==> src/rtl/hamming_enc_stream_if.sv <==
// -----------------------------------------------------------------------------
// hamming_enc_stream_if
//   Stream bundle for the Hamming encoder: an input word channel and an output
//   codeword channel, each with a valid/ready handshake.
//
//   Signals
//     in_valid  : producer has a data word this cycle
//     in_data   : data word, IP_BIT bits
//     in_ready  : encoder can accept a word this cycle
//     out_valid : out_code holds a valid codeword
//     out_code  : encoded codeword, IP_BIT+4 bits (FIFO head)
//     out_ready : consumer takes out_code this cycle
//
//   Modports
//     master : the side that feeds data words and consumes codewords
//     slave  : the encoder itself
// -----------------------------------------------------------------------------
interface hamming_enc_stream_if #(
    parameter int IP_BIT = 5
);
    localparam int N = IP_BIT + 4;

    logic              in_valid;
    logic [IP_BIT-1:0] in_data;
    logic              in_ready;
    logic              out_valid;
    logic [N-1:0]      out_code;
    logic              out_ready;

    modport master (
        output in_valid,
        output in_data,
        output out_ready,
        input  in_ready,
        input  out_valid,
        input  out_code
    );

    modport slave (
        input  in_valid,
        input  in_data,
        input  out_ready,
        output in_ready,
        output out_valid,
        output out_code
    );
endinterface

==> src/rtl/hamming_enc_stream.sv <==
// -----------------------------------------------------------------------------
// hamming_enc_stream
//   Streaming single-error-correcting Hamming encoder. Each accepted IP_BIT-bit
//   word is encoded into an (IP_BIT+4)-bit codeword and written into a 2-entry
//   output FIFO, so the consumer can stall without stalling the encoder for
//   one extra word. Codeword format matches the team's Hamming decoder input.
//
//   Codeword layout: Hamming position p (1..N) is out_code[N-p], position 1 is
//   the MSB. Parity bits sit at positions 1, 2, 4, 8 (even parity); data bits
//   fill the other positions in ascending order, in_data MSB first.
//
//   Ports
//     clk      : clock, all state on rising edge
//     rst_n    : asynchronous active-low reset, empties the FIFO
//     bus      : hamming_enc_stream_if.slave (in/out valid-ready channels)
//     word_cnt : number of codewords popped, modulo 256
//     inj_en   : error-injection enable (optional feature only)
//     inj_pos  : error-injection Hamming position 1..N (optional feature only)
//
//   Optional feature, macro HAMMING_ERR_INJ_EN:
//     When defined, a push with inj_en=1 and 1 <= inj_pos <= N stores the
//     codeword with Hamming position inj_pos inverted. When undefined, inj_en
//     and inj_pos are ignored and no injection logic exists.
// -----------------------------------------------------------------------------
module hamming_enc_stream #(
    parameter int IP_BIT = 5
) (
    input  logic                    clk,
    input  logic                    rst_n,
    hamming_enc_stream_if.slave     bus,
    output logic [7:0]              word_cnt,
    input  logic                    inj_en,
    input  logic [3:0]              inj_pos
);
    localparam int N = IP_BIT + 4;

    // FIFO occupancy doubles as the control state.
    typedef enum logic [1:0] {
        ST_EMPTY = 2'd0,
        ST_ONE   = 2'd1,
        ST_FULL  = 2'd2
    } state_t;

    state_t       state_q, state_d;
    logic [N-1:0] head_q, tail_q;
    logic [N-1:0] enc_code;
    logic         push, pop;
    logic         head_from_new, head_from_tail, tail_from_new;

    // -------------------------------------------------------------------------
    // Encoder
    // -------------------------------------------------------------------------
    function automatic logic [N-1:0] encode(input logic [IP_BIT-1:0] data);
        logic [N-1:0] code;
        int           di;
        code = '0;
        di   = IP_BIT - 1;
        // Scatter data bits over the non-power-of-two positions, MSB first.
        for (int p = 1; p <= N; p++) begin
            if ((p & (p - 1)) != 0) begin
                code[N-p] = data[di];
                di        = di - 1;
            end
        end
        // Each data position contributes to every parity position whose
        // index appears in its binary expansion.
        for (int p = 3; p <= N; p++) begin
            if ((p & (p - 1)) != 0) begin
                if (p[0]) code[N-1] = code[N-1] ^ code[N-p];
                if (p[1]) code[N-2] = code[N-2] ^ code[N-p];
                if (p[2]) code[N-4] = code[N-4] ^ code[N-p];
                if (p[3]) code[N-8] = code[N-8] ^ code[N-p];
            end
        end
        return code;
    endfunction

`ifdef HAMMING_ERR_INJ_EN
    always_comb begin
        enc_code = encode(bus.in_data);
        // Out-of-range positions (0 or > N) never match, so no flip occurs.
        for (int p = 1; p <= N; p++) begin
            if (inj_en && (inj_pos == 4'(p))) begin
                enc_code[N-p] = ~enc_code[N-p];
            end
        end
    end
`else
    assign enc_code = encode(bus.in_data);

    logic unused_inj;
    assign unused_inj = ^{inj_en, inj_pos};
`endif

    // -------------------------------------------------------------------------
    // Handshake
    // -------------------------------------------------------------------------
    // in_ready depends on occupancy only, never on out_ready, so there is no
    // combinational path from the consumer back to the producer.
    assign bus.in_ready  = (state_q != ST_FULL);
    assign bus.out_valid = (state_q != ST_EMPTY);
    assign bus.out_code  = head_q;

    assign push = bus.in_valid  && bus.in_ready;
    assign pop  = bus.out_valid && bus.out_ready;

    // -------------------------------------------------------------------------
    // Occupancy state machine
    // -------------------------------------------------------------------------
    // NOTE: sequential state uses non-blocking assignments so every register
    // samples pre-edge values regardless of process ordering.
    always_ff @(posedge clk or negedge rst_n) begin
        if (!rst_n) begin
            state_q <= ST_EMPTY;
        end else begin
            state_q <= state_d;
        end
    end

    // NOTE: every output of this block is given a default first; a path that
    // left one unassigned would infer a latch.
    always_comb begin
        state_d        = state_q;
        head_from_new  = 1'b0;
        head_from_tail = 1'b0;
        tail_from_new  = 1'b0;
        unique case (state_q)
            ST_EMPTY: begin
                if (push) begin
                    state_d       = ST_ONE;
                    head_from_new = 1'b1;
                end
            end
            ST_ONE: begin
                if (push && pop) begin
                    // Head leaves, new word takes its place; occupancy stays 1.
                    head_from_new = 1'b1;
                end else if (push) begin
                    state_d       = ST_FULL;
                    tail_from_new = 1'b1;
                end else if (pop) begin
                    // Head keeps the popped value, so out_code holds it while empty.
                    state_d = ST_EMPTY;
                end
            end
            ST_FULL: begin
                if (pop) begin
                    state_d        = ST_ONE;
                    head_from_tail = 1'b1;
                end
            end
            default: begin
                state_d = ST_EMPTY;
            end
        endcase
    end

    // -------------------------------------------------------------------------
    // Storage and pop counter
    // -------------------------------------------------------------------------
    // NOTE: the two storage entries are reset because out_code must read zero
    // during reset; deeper buffers would normally be left unreset.
    always_ff @(posedge clk or negedge rst_n) begin
        if (!rst_n) begin
            head_q <= '0;
            tail_q <= '0;
        end else begin
            if (head_from_new) begin
                head_q <= enc_code;
            end else if (head_from_tail) begin
                head_q <= tail_q;
            end
            if (tail_from_new) begin
                tail_q <= enc_code;
            end
        end
    end

    always_ff @(posedge clk or negedge rst_n) begin
        if (!rst_n) begin
            word_cnt <= 8'd0;
        end else if (pop) begin
            word_cnt <= word_cnt + 8'd1;
        end
    end

endmodule

==> src/flat_wrapper.sv <==
// flat-port wrapper written by rule: the top's interface ports become plain ports
module hamming_enc_stream_flat 
#(
    parameter int IP_BIT = 5
)
  (clk, rst_n, word_cnt, inj_en, inj_pos, bus_in_valid, bus_in_data, bus_out_ready, bus_in_ready, bus_out_valid, bus_out_code);
  hamming_enc_stream_if #(.IP_BIT(IP_BIT)) bus_i ();
  input  logic clk;
  input  logic rst_n;
  output logic [7:0] word_cnt;
  input  logic inj_en;
  input  logic [3:0] inj_pos;
  input wire logic [$bits(bus_i.in_valid)-1:0] bus_in_valid;
  input wire logic [$bits(bus_i.in_data)-1:0] bus_in_data;
  input wire logic [$bits(bus_i.out_ready)-1:0] bus_out_ready;
  output wire logic [$bits(bus_i.in_ready)-1:0] bus_in_ready;
  output wire logic [$bits(bus_i.out_valid)-1:0] bus_out_valid;
  output wire logic [$bits(bus_i.out_code)-1:0] bus_out_code;
  assign bus_i.in_valid = bus_in_valid;
  assign bus_i.in_data = bus_in_data;
  assign bus_i.out_ready = bus_out_ready;
  assign bus_in_ready = bus_i.in_ready;
  assign bus_out_valid = bus_i.out_valid;
  assign bus_out_code = bus_i.out_code;
  hamming_enc_stream #(.IP_BIT(IP_BIT)) u_core (.clk(clk), .rst_n(rst_n), .bus(bus_i), .word_cnt(word_cnt), .inj_en(inj_en), .inj_pos(inj_pos));
endmodule
==> config.mk <==
export PLATFORM = sky130hd
export DESIGN_NAME = hamming_enc_stream_flat
export DESIGN_NICKNAME = d
export VERILOG_FILES = /design/src/rtl/hamming_enc_stream_if.sv /design/src/rtl/hamming_enc_stream.sv /design/src/flat_wrapper.sv
export SDC_FILE = /design/constraint.sdc
export NUM_CORES = 1
export LEC_CHECK = 0
export CORE_MARGIN = 8
export CORE_UTILIZATION = 53
export DETAILED_ROUTE_END_ITERATION = 10
export DONT_BUFFER_PORTS = 1
export HOLD_SLACK_MARGIN = 0.05
export PLACE_DENSITY = 0.68
export SETUP_SLACK_MARGIN = 0.5
export SYNTH_ARGS = -nofsm -noshare
export SYNTH_HDL_FRONTEND = slang
export SYNTH_SLANG_ARGS = --single-unit
==> constraint.sdc <==
create_clock -name clk -period 2.98 [get_ports clk]
set_input_delay 0.596 -clock clk [delete_from_list [all_inputs] [get_ports clk]]
set_output_delay 0.596 -clock clk [all_outputs]
set_load 0.005 [all_outputs]
==> metrics.cfg, run 1 <==
[outcome]
status = finished clean

[sta]
fin_setup_tns_ps = 0
min_period_ps = 1710
fmax_mhz = 585
maxSlewViolCount = 0
finClkSkew_ps = 1.33
setup_viol = 0
rsz0062_at_grt = no
timing.final.crit_share = 0.574
worst_pin_slew_ps = 596
finalHoldViolations = 0
relSlewSlack = 0.601

[detailed_routing]
drt_iter0_markers = 23
vias_per_cell = 5.52
ant_nets = 0
drc = 0
top_layer_used = met4
wl_um = 2240
route.met3.wl_um = 165
via_count = 778
met1Wirelength_um = 934
firstDrtPassIters = 4
routed-wl-met2_um = 1120
wl_per_cell_um = 15.9

[clock_network]
cts_tree = yes
cts_resized = 0
cts_buffers = 3
hold_buffers = 1
cts_setup_buffers = 0
insertion_delay_ps = 310
cts_root_buf = clkbuf_4
cts_buffer_depth = 2
cts.clk_slew.worst_paths_ps = 130
ctsHtreeMaxLevel = 1
cts.sinks = 26

[setup_path]
slowest_delay_ps = 470
crit_family = flip-flops
worstSetupPathType = flop to output pin
cp.required_ps = 2380
crit_buf_inv = 0
critical_path.endpoint_type = output pin
start_kind = flop
cp_max_fo = 8
worstPathArrival_ps = 1110
slowest_stage = dfrtp_1
crit_chain = or2_2

[logic_synthesis]
syn-num-nets = 129
synth_area_leaders = dfrtp_1 53%, mux2i_1 9.0%, nand2_1 7.4%
synth_top_family_by_area = simple AND/OR/NAND/NOR gates
synth_warnings = 0
synth_fa_ha_area_frac = 0.0102
ys_ff_latch = 26
yosys.area.top_type = dfrtp_1
synth_top_cell_area_share = 0.532
synth-simple-area-share = 0.180
avgSynthCellArea_um2 = 10.7
yosysSeqAreaShare = 0.532
synthMuxAreaShare = 0.0901
netlist_instances = 114
synth-xor-area-share = 0.100
yosysUniqueCellTypes = 26
synth_compound_area_frac = 0.0512
synth.cell_area_um2 = 1220

[floorplan]
die_h_um = 64.0
start_util = 0.558
core-area_um2 = 2190
die_x_um = 64.0
dieArea_um2 = 4100
io_pins = 33
std_cell_rows = 17

[place]
dp_cells = 137
postPlaceCellArea_um2 = 1220
dp.final_hpwl_um = 1680
io_buffers = 0
place_congestion = 0.728

[cells_and_area]
fill_cells = 199
stdcell_area_um2 = 1260
seqCellArea_um2 = 651
synthToLayoutAreaGrowth_pct = 3.07
multi_input_area_um2 = 528
layout-drive-gt1-share = 0.0619
nets = 130
diodes = 0
final_cells = 141

[job]
drv_cap = 0

[power]
max-vdd-ir-drop_mv = 0.452
leakage_nw = 0.611
p_per_area_nw_per_um2 = 787

[global_route]
overflow = 0
grt_pass1_vias = 838
grt_antenna_before_repair = 0
grt_max_degree = 27
grt_pass1_wl_um = 3900
grtUsageTotal = 0.117

[min_path]
hp-class = input pin to asynchronous set/reset pin

[kinds of logic after synthesis]
logic type	Yosys count
AND/OR/NAND/NOR	44
buffers and inverters	6
adder cells (fa/ha/maj)	1
AO/OA/AOI/OAI	12
XOR/XNOR	14
flip-flops	26
multiplexers	11
[stage by stage]
| step | util | worst slack, ps | hold WS, ps | power [W] |
|---|---|---|---|---|
| floorplan | - | 1660 | 300 | 0.000805 |
| global placement | 0.556 | 1310 | 301 | 0.000843 |
| detailed placement | 0.556 | 1270 | 301 | 0.000857 |
| CTS | 0.575 | 1270 | 72.3 | 0.00101 |
| global route | 0.575 | 1170 | 69.0 | 0.00107 |
| finish | 0.575 | 1270 | 75.3 | 0.000992 |
[report_power, final]
group / internal [W] / switching [W]
Clock: 0.0000472 / 0.0000949
Sequential: 0.000486 / 0.000123
Combinational: 0.000118 / 0.000122
Total: 0.000651 / 0.000340
[synthesized netlist by cell type]
master and count:
nand4_1 1, and4bb_2 1, or2_2 1, mux2i_1 11
nor2_1 1, buf_4 1, or2_1 1, xnor2_1 10
o21a_1 1, inv_1 1, nor3_1 7, xor2_1 4
buf_2 2, buf_6 2, nor2b_1 1, nand4bb_1 1
a21oi_1 5, o21ai_1 1, nand2b_1 2, ha_1 1
nand2_1 24, nand3_1 2, nor4_2 1, nand3b_1 1
dfrtp_1 26, o21ai_0 5
[state kept, by name, indices dropped and copies added (netlist names)]
signal / cells
u_core.tail_q: 8
u_core.word_cnt: 8
u_core.bus.out_code: 8
u_core.state_q: 2
[metal layers]
layer | vias to the layer above | global-route usage
li1 | 378 | -
met1 | 379 | 0.124
met2 | 19 | 0.213
met3 | 2 | 0.0366
met4 | 0 | 0.0418
met5 | - | 0
[layout make-up]
class	count	area share
tap	28	0.0278
clock buffer	3	0.0179
multi-input combinational	82	0.419
sequential	26	0.516
timing repair buffer	1	0.0159
inverter	1	0.00298
[layout by cell type (no fill, tap or decap)]
master / instances
nand3b_1: 1
o21ai_1: 1
nor3_1: 7
mux2i_1: 11
xor2_1: 4
xnor2_1: 10
nand4bb_1: 1
nor4_2: 1
o21a_1: 1
nand3_1: 2
dfrtp_1: 26
ha_1: 1
inv_1: 1
clkbuf_4: 3
a21oi_1: 5
or2_1: 1
nand2_1: 24
or2_2: 1
and4bb_2: 1
buf_12: 1
nand4_1: 1
o21ai_0: 5
nor2b_1: 1
nand2b_1: 2
nor2_1: 1
[final timing paths]
kind / startpoint / endpoint / slack [ps] / cells after the start
worst max-delay path: u_core.state_q[0] / bus_out_valid / 1270 / 1
worst min-delay path: rst_n / u_core.word_cnt[1] / 80 / 1
worst max register to register: u_core.state_q[0] / u_core.bus.out_code[5] / 1360 / 3
worst min register to register: u_core.tail_q[7] / u_core.tail_q[7] / 490 / 2
max in group asynchronous: rst_n / u_core.tail_q[2] / 2760 / 1
min in group clk: bus_out_ready / u_core.state_q[1] / 370 / 1
No activity file was read; power rests on OpenSTA's default activity.
==> run 2: changes to the inputs <==
Settings changed: PLACE_DENSITY 0.68 to 0.71.
Clock period 2.98 ns to 1.4 ns, I/O delays scaled along.
==> run 2 against run 1 <==
  * Non-clock buffer count grew 15
  * Critical path type is now flop to flop
  * Routed wire length grew 17%
  * Critical path depth grew 4
  * Largest power group unchanged
==> metrics.cfg, run 2 (synthesis results as in run 1) <==
[clock_network]
cts_buffers = 3  ; unchanged
cts_buffer_depth = 2  ; unchanged
cts_tree = yes
ctsHtreeMaxLevel = 1  ; unchanged
insertion_delay_ps = 320  ; about the same
cts.sinks = 26  ; unchanged
cts.clk_slew.worst_paths_ps = 140  ; about the same
cts_root_buf = clkbuf_4

[detailed_routing]
drc = 0  ; unchanged
wl_um = 2610  ; +17%
ant_nets = 0  ; unchanged
firstDrtPassIters = 4  ; unchanged
vias_per_cell = 5.42  ; -1.8%
drt_iter0_markers = 26  ; +13%
wl_per_cell_um = 16.6  ; +4.6%
via_count = 851  ; +9.4%

[sta]
relSlewSlack = 0.824  ; +0.223
hold_slack_ps = 56.7  ; -18.5 ps
min_period_ps = 1330
fmax_mhz = 750
maxSlewViolCount = 0  ; unchanged
finClkSkew_ps = 6.99  ; +5.66 ps
timing.final.crit_share = 0.952
rsz0062_at_grt = yes
setup_viol = 0  ; unchanged
fin_setup_tns_ps = 0  ; unchanged
finalHoldViolations = 0  ; unchanged
worst_pin_slew_ps = 263  ; -333 ps

[cells_and_area]
layout-drive-gt1-share = 0.279  ; +0.217
diodes = 0  ; unchanged
synthToLayoutAreaGrowth_pct = 23.7
nets = 145  ; +12%
final_cell_mix = 23 x nand2_1, 19 x dfrtp_1, 11 x mux2i_1, 10 x xnor2_1, 9 x buf_6
final_common_cell = nand2_1
final_cells = 157  ; +11%
fin_util = 0.690  ; +0.115
stdcell_area_um2 = 1510  ; +20%

[setup_path]
crit_chain = buf_6 -> nand3b_1 -> buf_6 -> mux2i_1 -> mux2i_1
worstSetupPathType = flop to flop
ff2ff_setup_slack_ps = 70  ; -1290 ps
cp_max_fo = 5  ; -3
timing.rr.start = u_core.state_q[0]
worstPathArrival_ps = 1550  ; +440 ps
crit_family = flip-flops
crit_buf_inv = 2  ; +2
crit_cells = 5  ; +4
slowest_stage = dfrtp_2
start_kind = flop
critical_path.endpoint_type = flop
cp.required_ps = 1610  ; -770 ps
crit_end = u_core.bus.out_code[5]
r2r_end = u_core.bus.out_code[5]
slowest_delay_ps = 460  ; about the same
worst_r2r_path_depth = 5  ; +2
crit_start = u_core.state_q[0]

[floorplan]
dieArea_um2 = 4100  ; unchanged
std_cell_rows = 17  ; unchanged
start_util = 0.558  ; unchanged
core-area_um2 = 2190  ; unchanged
io_pins = 33  ; unchanged
die_x_um = 64.0  ; unchanged
die_h_um = 64.0  ; unchanged

[global_route]
grt_max_degree = 27  ; unchanged
grt_pass1_wl_um = 4170  ; +6.9%
grt_pass1_vias = 879  ; +4.9%
grtUsageTotal = 0.126  ; +0.00909
overflow = 0  ; unchanged
grt_antenna_before_repair = 0  ; unchanged

[job]
drv_cap = 0  ; unchanged

[place]
dp.final_hpwl_um = 1790  ; +6.5%
dp_cells = 142  ; +3.6%
postPlaceCellArea_um2 = 1270  ; +4.3%
io_buffers = 0  ; unchanged
place_congestion = 0.745  ; +2.3%

[power]
leakage_nw = 0.709  ; +16%
max-vdd-ir-drop_mv = 1.20  ; +170%
p_per_area_nw_per_um2 = 1700  ; +120%

[min_path]
hp-class = input pin to flop

[outcome]
status = finished clean

==> run 2: area by class of cell <==
type	count	area, um2
well taps	28	35.0
clock buffers	3	22.5
inverters	1	3.75
multi-input cells	82	588
repair buffers	16	174
fillers	162	678
flip-flops and latches	26	659
clock inverters	1	30.0
==> run 2: worst min path at each step <==
stage	end	slack [ps]	depth (start not counted)	start
final	u_core.tail_q[6]	60	2	bus_in_data[4]
after global routing	u_core.tail_q[1]	50	2	bus_in_data[0]
after CTS	u_core.tail_q[6]	50	2	bus_in_data[4]
after detailed placement	u_core.bus.out_code[8]	-10	0	rst_n
after global placement	u_core.tail_q[8]	-10	0	rst_n
after floorplan	u_core.bus.out_code[1]	-20	0	rst_n
==> run 2: where the power goes <==
group / switching (W) / internal, W / leakage (nW) / total [W]
clock: 0.000224 / 0.000290 / 0.0279 / 0.000514
combinational: 0.000327 / 0.000402 / 0.376 / 0.000730
sequential: 0.000278 / 0.00105 / 0.305 / 0.00133
==> run 2: worst register-to-register path: stages (launching register included) <==
cell	delay, ps
dfrtp_2	460
buf_6	120
nand3b_1	220
buf_6	190
mux2i_1	150
mux2i_1	90
==> run 2: metrics by stage <==
stage	worst slack, ps	total power, W
after floorplan	176	0.00173
after global placement	104	0.00184
after detailed placement	78.3	0.00188
after CTS	70.2	0.00247
after global routing	12.0	0.00274
final	67.1	0.00257
==> run 2: metal layers <==
metal	global-route usage	wire length (um)	vias to the layer above
met5	0	0	-
met4	0.0585	33	0
met3	0.0436	208	5
met2	0.218	1380	26
met1	0.136	993	406
li1	-	-	414
==> run 2: timing repair <==
| item | in CTS | in global routing |
|---|---|---|
| gates cloned | 0 | 1 |
| hold buffers | 4 | 0 |
| pin swaps | 9 | 17 |
| hold endpoints to repair | 28 | 0 |
| setup endpoints to repair | 44 | 45 |
| setup buffers | 2 | 4 |
| resized for setup | 9 | 19 |
